File: config.mk
export PLATFORM = sky130hd
export DESIGN_NAME = key_event_detect
export DESIGN_NICKNAME = d
export VERILOG_FILES = /design/src/rtl/key_pkg.sv /design/src/rtl/key_channel.sv /design/src/rtl/key_event_detect.sv
export SDC_FILE = /design/constraint.sdc
export NUM_CORES = 1
export LEC_CHECK = 0
export ABC_AREA = 1
export CAP_MARGIN = 20
export CORE_UTILIZATION = 40
export DETAILED_ROUTE_END_ITERATION = 8
export PLACE_DENSITY = 0.53
export SYNTH_ARGS = -nofsm -noshare
export SYNTH_HDL_FRONTEND = slang
export SYNTH_SLANG_ARGS = --single-unit
export TNS_END_PERCENT = 30
File: constraint.sdc
create_clock -name clk -period 4.5 [get_ports clk]
set_input_delay 1.35 -clock clk [delete_from_list [all_inputs] [get_ports clk]]
set_output_delay 1.35 -clock clk [all_outputs]
set_load 0.01 [all_outputs]
File: src/rtl/key_pkg.sv
// ---------------------------------------------------------------------------
// key_pkg
// Shared types and helpers for the push-button event detector.
//   key_state_t : per-key debounce / hold state
//   MCNT_W      : width of the per-key millisecond counter
//   ms_cycles() : number of clk cycles in one millisecond for a MHz clock
// ---------------------------------------------------------------------------
package key_pkg;

  typedef enum logic [2:0] {
    IDLE,
    PRESS_DB,
    PRESSED,
    HELD,
    RELEASE_DB
  } key_state_t;

  localparam int MCNT_W = 16;

  function automatic int ms_cycles(input int clk_fre);
    return clk_fre * 1000;
  endfunction

endpackage

File: src/rtl/key_channel.sv
// ---------------------------------------------------------------------------
// key_channel
// One push-button: 2-FF synchronizer, millisecond debounce FSM and
// registered event pulses.
//   clk, rst_n   : clock, asynchronous active-low reset
//   key_in       : raw key pin (asynchronous)
//   tick         : one-cycle strobe once per millisecond (shared)
//   key_level    : debounced state, 1 = pressed
//   key_press    : 1-cycle pulse on debounced press
//   key_release  : 1-cycle pulse on debounced release
//   key_long     : 1-cycle pulse when the hold time reaches LONG_MS
// ---------------------------------------------------------------------------
module key_channel
  import key_pkg::*;
#(
  parameter int DEBOUNCE_MS    = 20,
  parameter int LONG_MS        = 1000,
  parameter int KEY_ACTIVE_LOW = 1
) (
  input  logic clk,
  input  logic rst_n,
  input  logic key_in,
  input  logic tick,
  output logic key_level,
  output logic key_press,
  output logic key_release,
  output logic key_long
);

  // Level the pin shows when the key is not pressed.
  localparam logic PIN_IDLE = (KEY_ACTIVE_LOW != 0);
  localparam logic [MCNT_W-1:0] DB_LIM   = MCNT_W'(DEBOUNCE_MS);
  localparam logic [MCNT_W-1:0] LONG_LIM = MCNT_W'(LONG_MS);

  logic              sync1_reg;
  logic              sync2_reg;
  logic              act;
  key_state_t        state_reg;
  logic [MCNT_W-1:0] mcnt_reg;
  logic [MCNT_W-1:0] mcnt_next;
  logic              long_done_reg;
  logic              level_reg;
  logic              press_reg;
  logic              release_reg;
  logic              long_reg;

  assign act = sync2_reg ^ PIN_IDLE;

  // Count value including this cycle's tick. Comparing this against the
  // limit lets the transition happen on the same edge the limit is reached,
  // and makes a zero limit fire on the very next clock regardless of tick.
  assign mcnt_next = mcnt_reg + {{(MCNT_W-1){1'b0}}, tick};

  always_ff @(posedge clk or negedge rst_n) begin
    if (!rst_n) begin
      sync1_reg     <= PIN_IDLE;
      sync2_reg     <= PIN_IDLE;
      state_reg     <= IDLE;
      mcnt_reg      <= '0;
      long_done_reg <= 1'b0;
      level_reg     <= 1'b0;
      press_reg     <= 1'b0;
      release_reg   <= 1'b0;
      long_reg      <= 1'b0;
    end else begin
      sync1_reg   <= key_in;
      sync2_reg   <= sync1_reg;
      press_reg   <= 1'b0;
      release_reg <= 1'b0;
      long_reg    <= 1'b0;

      case (state_reg)
        IDLE: begin
          level_reg <= 1'b0;
          if (act) begin
            state_reg <= PRESS_DB;
            mcnt_reg  <= '0;
          end
        end

        PRESS_DB: begin
          if (!act) begin
            state_reg <= IDLE;
          end else if (mcnt_next >= DB_LIM) begin
            state_reg     <= PRESSED;
            press_reg     <= 1'b1;
            level_reg     <= 1'b1;
            mcnt_reg      <= '0;
            long_done_reg <= 1'b0;
          end else begin
            mcnt_reg <= mcnt_next;
          end
        end

        PRESSED: begin
          if (!act) begin
            state_reg <= RELEASE_DB;
            mcnt_reg  <= '0;
          end else if (mcnt_next >= LONG_LIM) begin
            state_reg     <= HELD;
            long_reg      <= 1'b1;
            long_done_reg <= 1'b1;
          end else begin
            mcnt_reg <= mcnt_next;
          end
        end

        HELD: begin
          // Long event already issued for this press: no auto-repeat.
          if (!act) begin
            state_reg <= RELEASE_DB;
            mcnt_reg  <= '0;
          end
        end

        RELEASE_DB: begin
          if (act) begin
            // A release glitch: resume the hold, restarting the long timer.
            state_reg <= long_done_reg ? HELD : PRESSED;
            mcnt_reg  <= '0;
          end else if (mcnt_next >= DB_LIM) begin
            state_reg   <= IDLE;
            release_reg <= 1'b1;
            level_reg   <= 1'b0;
          end else begin
            mcnt_reg <= mcnt_next;
          end
        end

        default: begin
          state_reg <= IDLE;
          level_reg <= 1'b0;
        end
      endcase
    end
  end

  assign key_level   = level_reg;
  assign key_press   = press_reg;
  assign key_release = release_reg;
  assign key_long    = long_reg;

endmodule

File: src/rtl/key_event_detect.sv
// ---------------------------------------------------------------------------
// key_event_detect
// Converts raw bouncing push-button pins into clean per-key events.
//   clk, rst_n   : clock (CLK_FRE MHz), asynchronous active-low reset
//   key_in       : [KEY_NUM] raw key pins
//   key_level    : [KEY_NUM] debounced state, 1 = pressed
//   key_press    : [KEY_NUM] 1-cycle pulse on debounced press
//   key_release  : [KEY_NUM] 1-cycle pulse on debounced release
//   key_long     : [KEY_NUM] 1-cycle pulse when hold reaches LONG_MS
// A single free-running millisecond counter is shared by all keys.
// ---------------------------------------------------------------------------
module key_event_detect
  import key_pkg::*;
#(
  parameter int CLK_FRE        = 50,
  parameter int KEY_NUM        = 4,
  parameter int DEBOUNCE_MS    = 20,
  parameter int LONG_MS        = 1000,
  parameter int KEY_ACTIVE_LOW = 1
) (
  input  logic               clk,
  input  logic               rst_n,
  input  logic [KEY_NUM-1:0] key_in,
  output logic [KEY_NUM-1:0] key_level,
  output logic [KEY_NUM-1:0] key_press,
  output logic [KEY_NUM-1:0] key_release,
  output logic [KEY_NUM-1:0] key_long
);

  localparam logic [31:0] MS_MAX = 32'(ms_cycles(CLK_FRE) - 1);

  logic [31:0] ms_cnt_reg;
  logic        tick;

  // Free-running; never restarted by key activity, so tick phase relative
  // to a key edge is arbitrary.
  assign tick = (ms_cnt_reg == MS_MAX);

  always_ff @(posedge clk or negedge rst_n) begin
    if (!rst_n) begin
      ms_cnt_reg <= '0;
    end else if (tick) begin
      ms_cnt_reg <= '0;
    end else begin
      ms_cnt_reg <= ms_cnt_reg + 32'd1;
    end
  end

  for (genvar gi = 0; gi < KEY_NUM; gi++) begin : g_key
    key_channel #(
      .DEBOUNCE_MS    (DEBOUNCE_MS),
      .LONG_MS        (LONG_MS),
      .KEY_ACTIVE_LOW (KEY_ACTIVE_LOW)
    ) u_channel (
      .clk         (clk),
      .rst_n       (rst_n),
      .key_in      (key_in[gi]),
      .tick        (tick),
      .key_level   (key_level[gi]),
      .key_press   (key_press[gi]),
      .key_release (key_release[gi]),
      .key_long    (key_long[gi])
    );
  end

endmodule
==> qor.log <==
INFO  timing         unrepaired_setup_endpoints_after_global_routing=false
INFO  hold_path      worstHoldPathCells=0
INFO  power          powerDensity=357nW/µm²
INFO  critical_path  data_arrival_time_of_the_critical_path=4250ps
INFO  timing         final_slew_violations=0
INFO  floorplan      floorplan.core_area=22100µm²
INFO  cts            postCtsHoldBufs=0
INFO  critical_path  critical_path_required=4860ps
INFO  synthesis      ys_types=41
INFO  timing         hold_viol=0
INFO  global_routing grt_pass1_vias=7660
INFO  drt            drtAntennaViolNets=0
INFO  synthesis      synth_nets=1346
INFO  synthesis      fraction_of_synthesis_flops_using_an_asynchronous_set_or_reset_pin=100%
INFO  floorplan      pin_count=22
INFO  drt            dr.first_iter.drc_count=431
INFO  synthesis      synth_flop_cell=dfrtp_1
INFO  critical_path  critical_path.max_fanout=10
INFO  hold_path      min_from=g_key[0].u_channel.sync1_reg
INFO  critical_path  r2r_cells=24
INFO  synthesis      synth_largest_type_area_fraction=35.1%
INFO  drt            via_per_inst=4.97
INFO  timing         finalSetupViolCount=0
INFO  drt            drt_drc_violations_left=0
INFO  placement      place.port_buffers=21
INFO  critical_path  regToRegSetupSlack=610ps
INFO  power          cell_internal_pwr=0.00229W
INFO  power          combPwrFrac=25.9%
INFO  drt            finalWirelength=20.8mm
INFO  cts            ctsLongestPathBuffers=2
INFO  global_routing grt_first_pass_wirelength=36.4mm
INFO  cts            cts_tree=built
INFO  critical_path  worstSetupPathType=flip-flop to flip-flop
INFO  placement      place_ws=557ps
INFO  power          power.sequential.fraction=37.1%
INFO  cts            post-cts-setup-buffers=0
INFO  timing         finalSetupTns=0ps
INFO  drt            total_number_of_vias=8104
INFO  global_routing grt_antenna_before_repair=0
INFO  cts            cts-buffers-inserted=17
INFO  floorplan      dieHeight=153µm
INFO  cts            clkLatencyLatePin=420ps
INFO  critical_path  crit_path_start=ms_cnt_reg[0]
INFO  synthesis      ys_seq_area_share=37.4%
INFO  finish         layout.cells.most_common=nand2_1
INFO  synthesis      synthesis.area_per_instance=6.85µm²
INFO  floorplan      dieArea=23400µm²
INFO  finish         nets=1353
INFO  global_routing grt_max_degree=72
INFO  synthesis      ys.warnings.count=0
INFO  power          power.total=0.00359W
INFO  placement      postPlaceCellArea=9480µm²
INFO  timing         worst_case_headroom_to_the_max_slew_limit=38.1%
INFO  cts            clkSlewWorstSetupHoldPaths=60ps
INFO  critical_path  setup.worst_path.end_class=flip-flop
INFO  finish         finish.cell_count_without_fillers=1631
INFO  floorplan      row_count=54
INFO  power          sw_frac_of_total=36.1%
INFO  drt            routedWlPerCell=12.8µm
INFO  synthesis      synthesis.area=9120µm²
INFO  finish         layout.cells.most_common_list=nand2_1, inv_1, nor2_1
INFO  synthesis      synth-edff-count=0
INFO  power          ir_drop=0.219mV
INFO  cts            h_tree_levels=4
INFO  critical_path  worstReg2RegStart=ms_cnt_reg[0]
INFO  critical_path  cp-start-kind=flip-flop
INFO  timing         period_minus_slack=3890ps
INFO  hold_path      min_path_type=flip-flop to flip-flop
INFO  global_routing track_usage=18.8%
INFO  timing         fin_ws=609ps
INFO  global_routing grt_overflow_total=0
INFO  flow_run       max_cap_violations=0
INFO  cts            post_cts_resized=0
INFO  cts            clock-sinks=136
INFO  drt            firstDrtPassIters=5
INFO  floorplan      initial_utilization=41.3%
INFO  power          p_switching=0.00130W
INFO  timing         timing.fmax=257MHz
INFO  placement      post-place-cells=1598
INFO  finish         final_cell_area=10000µm²
INFO  synthesis      postSynthCellCount=1331
INFO  synthesis      synthDominantAreaCellType=dfrtp_1
INFO  timing         finClkSkew=10.3ps
INFO  timing         post-route-period-util=86.5%
INFO  placement      gpl_congestion=0.869
INFO  timing         worst_margin_pin_slew=921ps
INFO  synthesis      yosys-top-cells-area=dfrtp_1, nand2_1, inv_1
INFO  outcome        run_status=completed
INFO  hold_path      timing.hold.worst_endpoint=g_key[0].u_channel.sync2_reg
INFO  finish         area_delta_synth_final=10.1%
INFO  critical_path  rr_endpoint=g_key[1].u_channel.mcnt_reg[4]
INFO  synthesis      ys_ff_latch=136
INFO  finish         largest_register_ff_count=64
INFO  finish         layout-drive-gt1-share=7.70%
INFO  power          cellLeakagePower=5.18nW
INFO  placement      detailed_place_hpwl=15.2mm
INFO  cts            cts_root_buffer=clkbuf_16
INFO  floorplan      die_w=153µm
INFO  finish         antenna_cells=0
INFO  power          clock_power_share=37.0%
==> logic make-up (layout without fill, tap and decap cells) <==
logic type                 count (synthesis)  after routing  share of synthesized area [%]
AOI/OAI and AO/OA                         98             98                           6.69
xor gates and xnor gates                  30             30                           2.88
adders and majority gates                  9              9                           1.23
buffers and inverters                    243            263                           11.1
DFF                                      136            136                           37.4
and+or+nand+nor                          815            815                           40.7
==> through the flow <==
step / hold WS, ps / util [%]
after floorplan: 345 / -
after global placement: 346 / 42.9
after detailed placement: 347 / 42.9
after CTS: 357 / 45.4
after global routing: 361 / 45.5
final: 356 / 45.5
==> routing by layer <==
metal / wire length [µm] / vias to the layer above / GRT usage (%) / part of all wire [%]
met5: 0 / - / 0 / 0
met2: 9650 / 144 / 31.3 / 46
met1: 10100 / 3680 / 25.3 / 48
li1: - / 4254 / - / -
met3: 757 / 26 / 3.01 / 3.6
met4: 308 / 0 / 5.48 / 1.5
==> power groups by stage <==
stage / clock network (W) / registers, W / logic (W)
floorplan: 0 / 0.00134 / 0.000745
global placement: 0 / 0.00135 / 0.000943
detailed placement: 0 / 0.00135 / 0.000935
CTS: 0.00138 / 0.00133 / 0.000938
global route: 0.00143 / 0.00134 / 0.00106
finish: 0.00133 / 0.00133 / 0.000929
==> critical path: stages (launching register included) <==
cell and delay [ps]:
dfrtp_1 360, ha_1 190, nand2_1 70, nor2_1 260
nand3_1 140, nor3b_1 200, nand3_1 110, clkinv_1 190
buf_4 190, ha_1 260, ha_1 270, inv_1 80
nor2_2 190, nand2_1 70, nand2_1 110, inv_1 80
nand2_1 70, nand3_1 70, nor2_1 150, nand3_2 120
nand2_2 140, nand2_2 70, nor2_4 240, nand2_1 120
nand2_1 70
==> worst max path at each step <==
stage | slack, ps | endpoint | cells after the start
2_1_floorplan | 1080 | g_key[3].u_channel.mcnt_reg[8] | 23
3_3_place_gp | 700 | g_key[3].u_channel.mcnt_reg[0] | 23
3_5_place_dp | 560 | g_key[3].u_channel.mcnt_reg[3] | 23
4_1_cts | 550 | g_key[3].u_channel.mcnt_reg[3] | 23
5_1_grt | 40 | g_key[3].u_channel.mcnt_reg[9] | 23
6_report | 610 | g_key[1].u_channel.mcnt_reg[4] | 24
==> synth_stat cells, types with 5 or more instances <==
cell type and n:
nand2_1 413, inv_1 200, nor2_1 132, dfrtp_1 128
nand3_1 104, nand4_1 46, nor3_1 43, o21ai_0 29
xor2_1 25, a31oi_1 19, buf_4 18, a21oi_1 16
o31ai_1 16, nor2_2 14, clkbuf_1 13, nor2_4 12
nand2_2 11, nor4_1 10, ha_1 9, nand3_2 9
dfstp_2 8, o21bai_1 8, nand3b_1 5, xnor2_1 5
==> final cells by class <==
| class | instances | area, µm² |
|---|---|---|
| fill | 2297 | 12000 |
| multi-input combinational | 952 | 4700 |
| sequential | 136 | 3410 |
| inverter | 205 | 769 |
| clock buffer | 19 | 433 |
| tap | 280 | 350 |
| timing repair buffer | 26 | 259 |
| clock inverter | 13 | 124 |
Note: power is estimated with default switching activity, not from simulation.
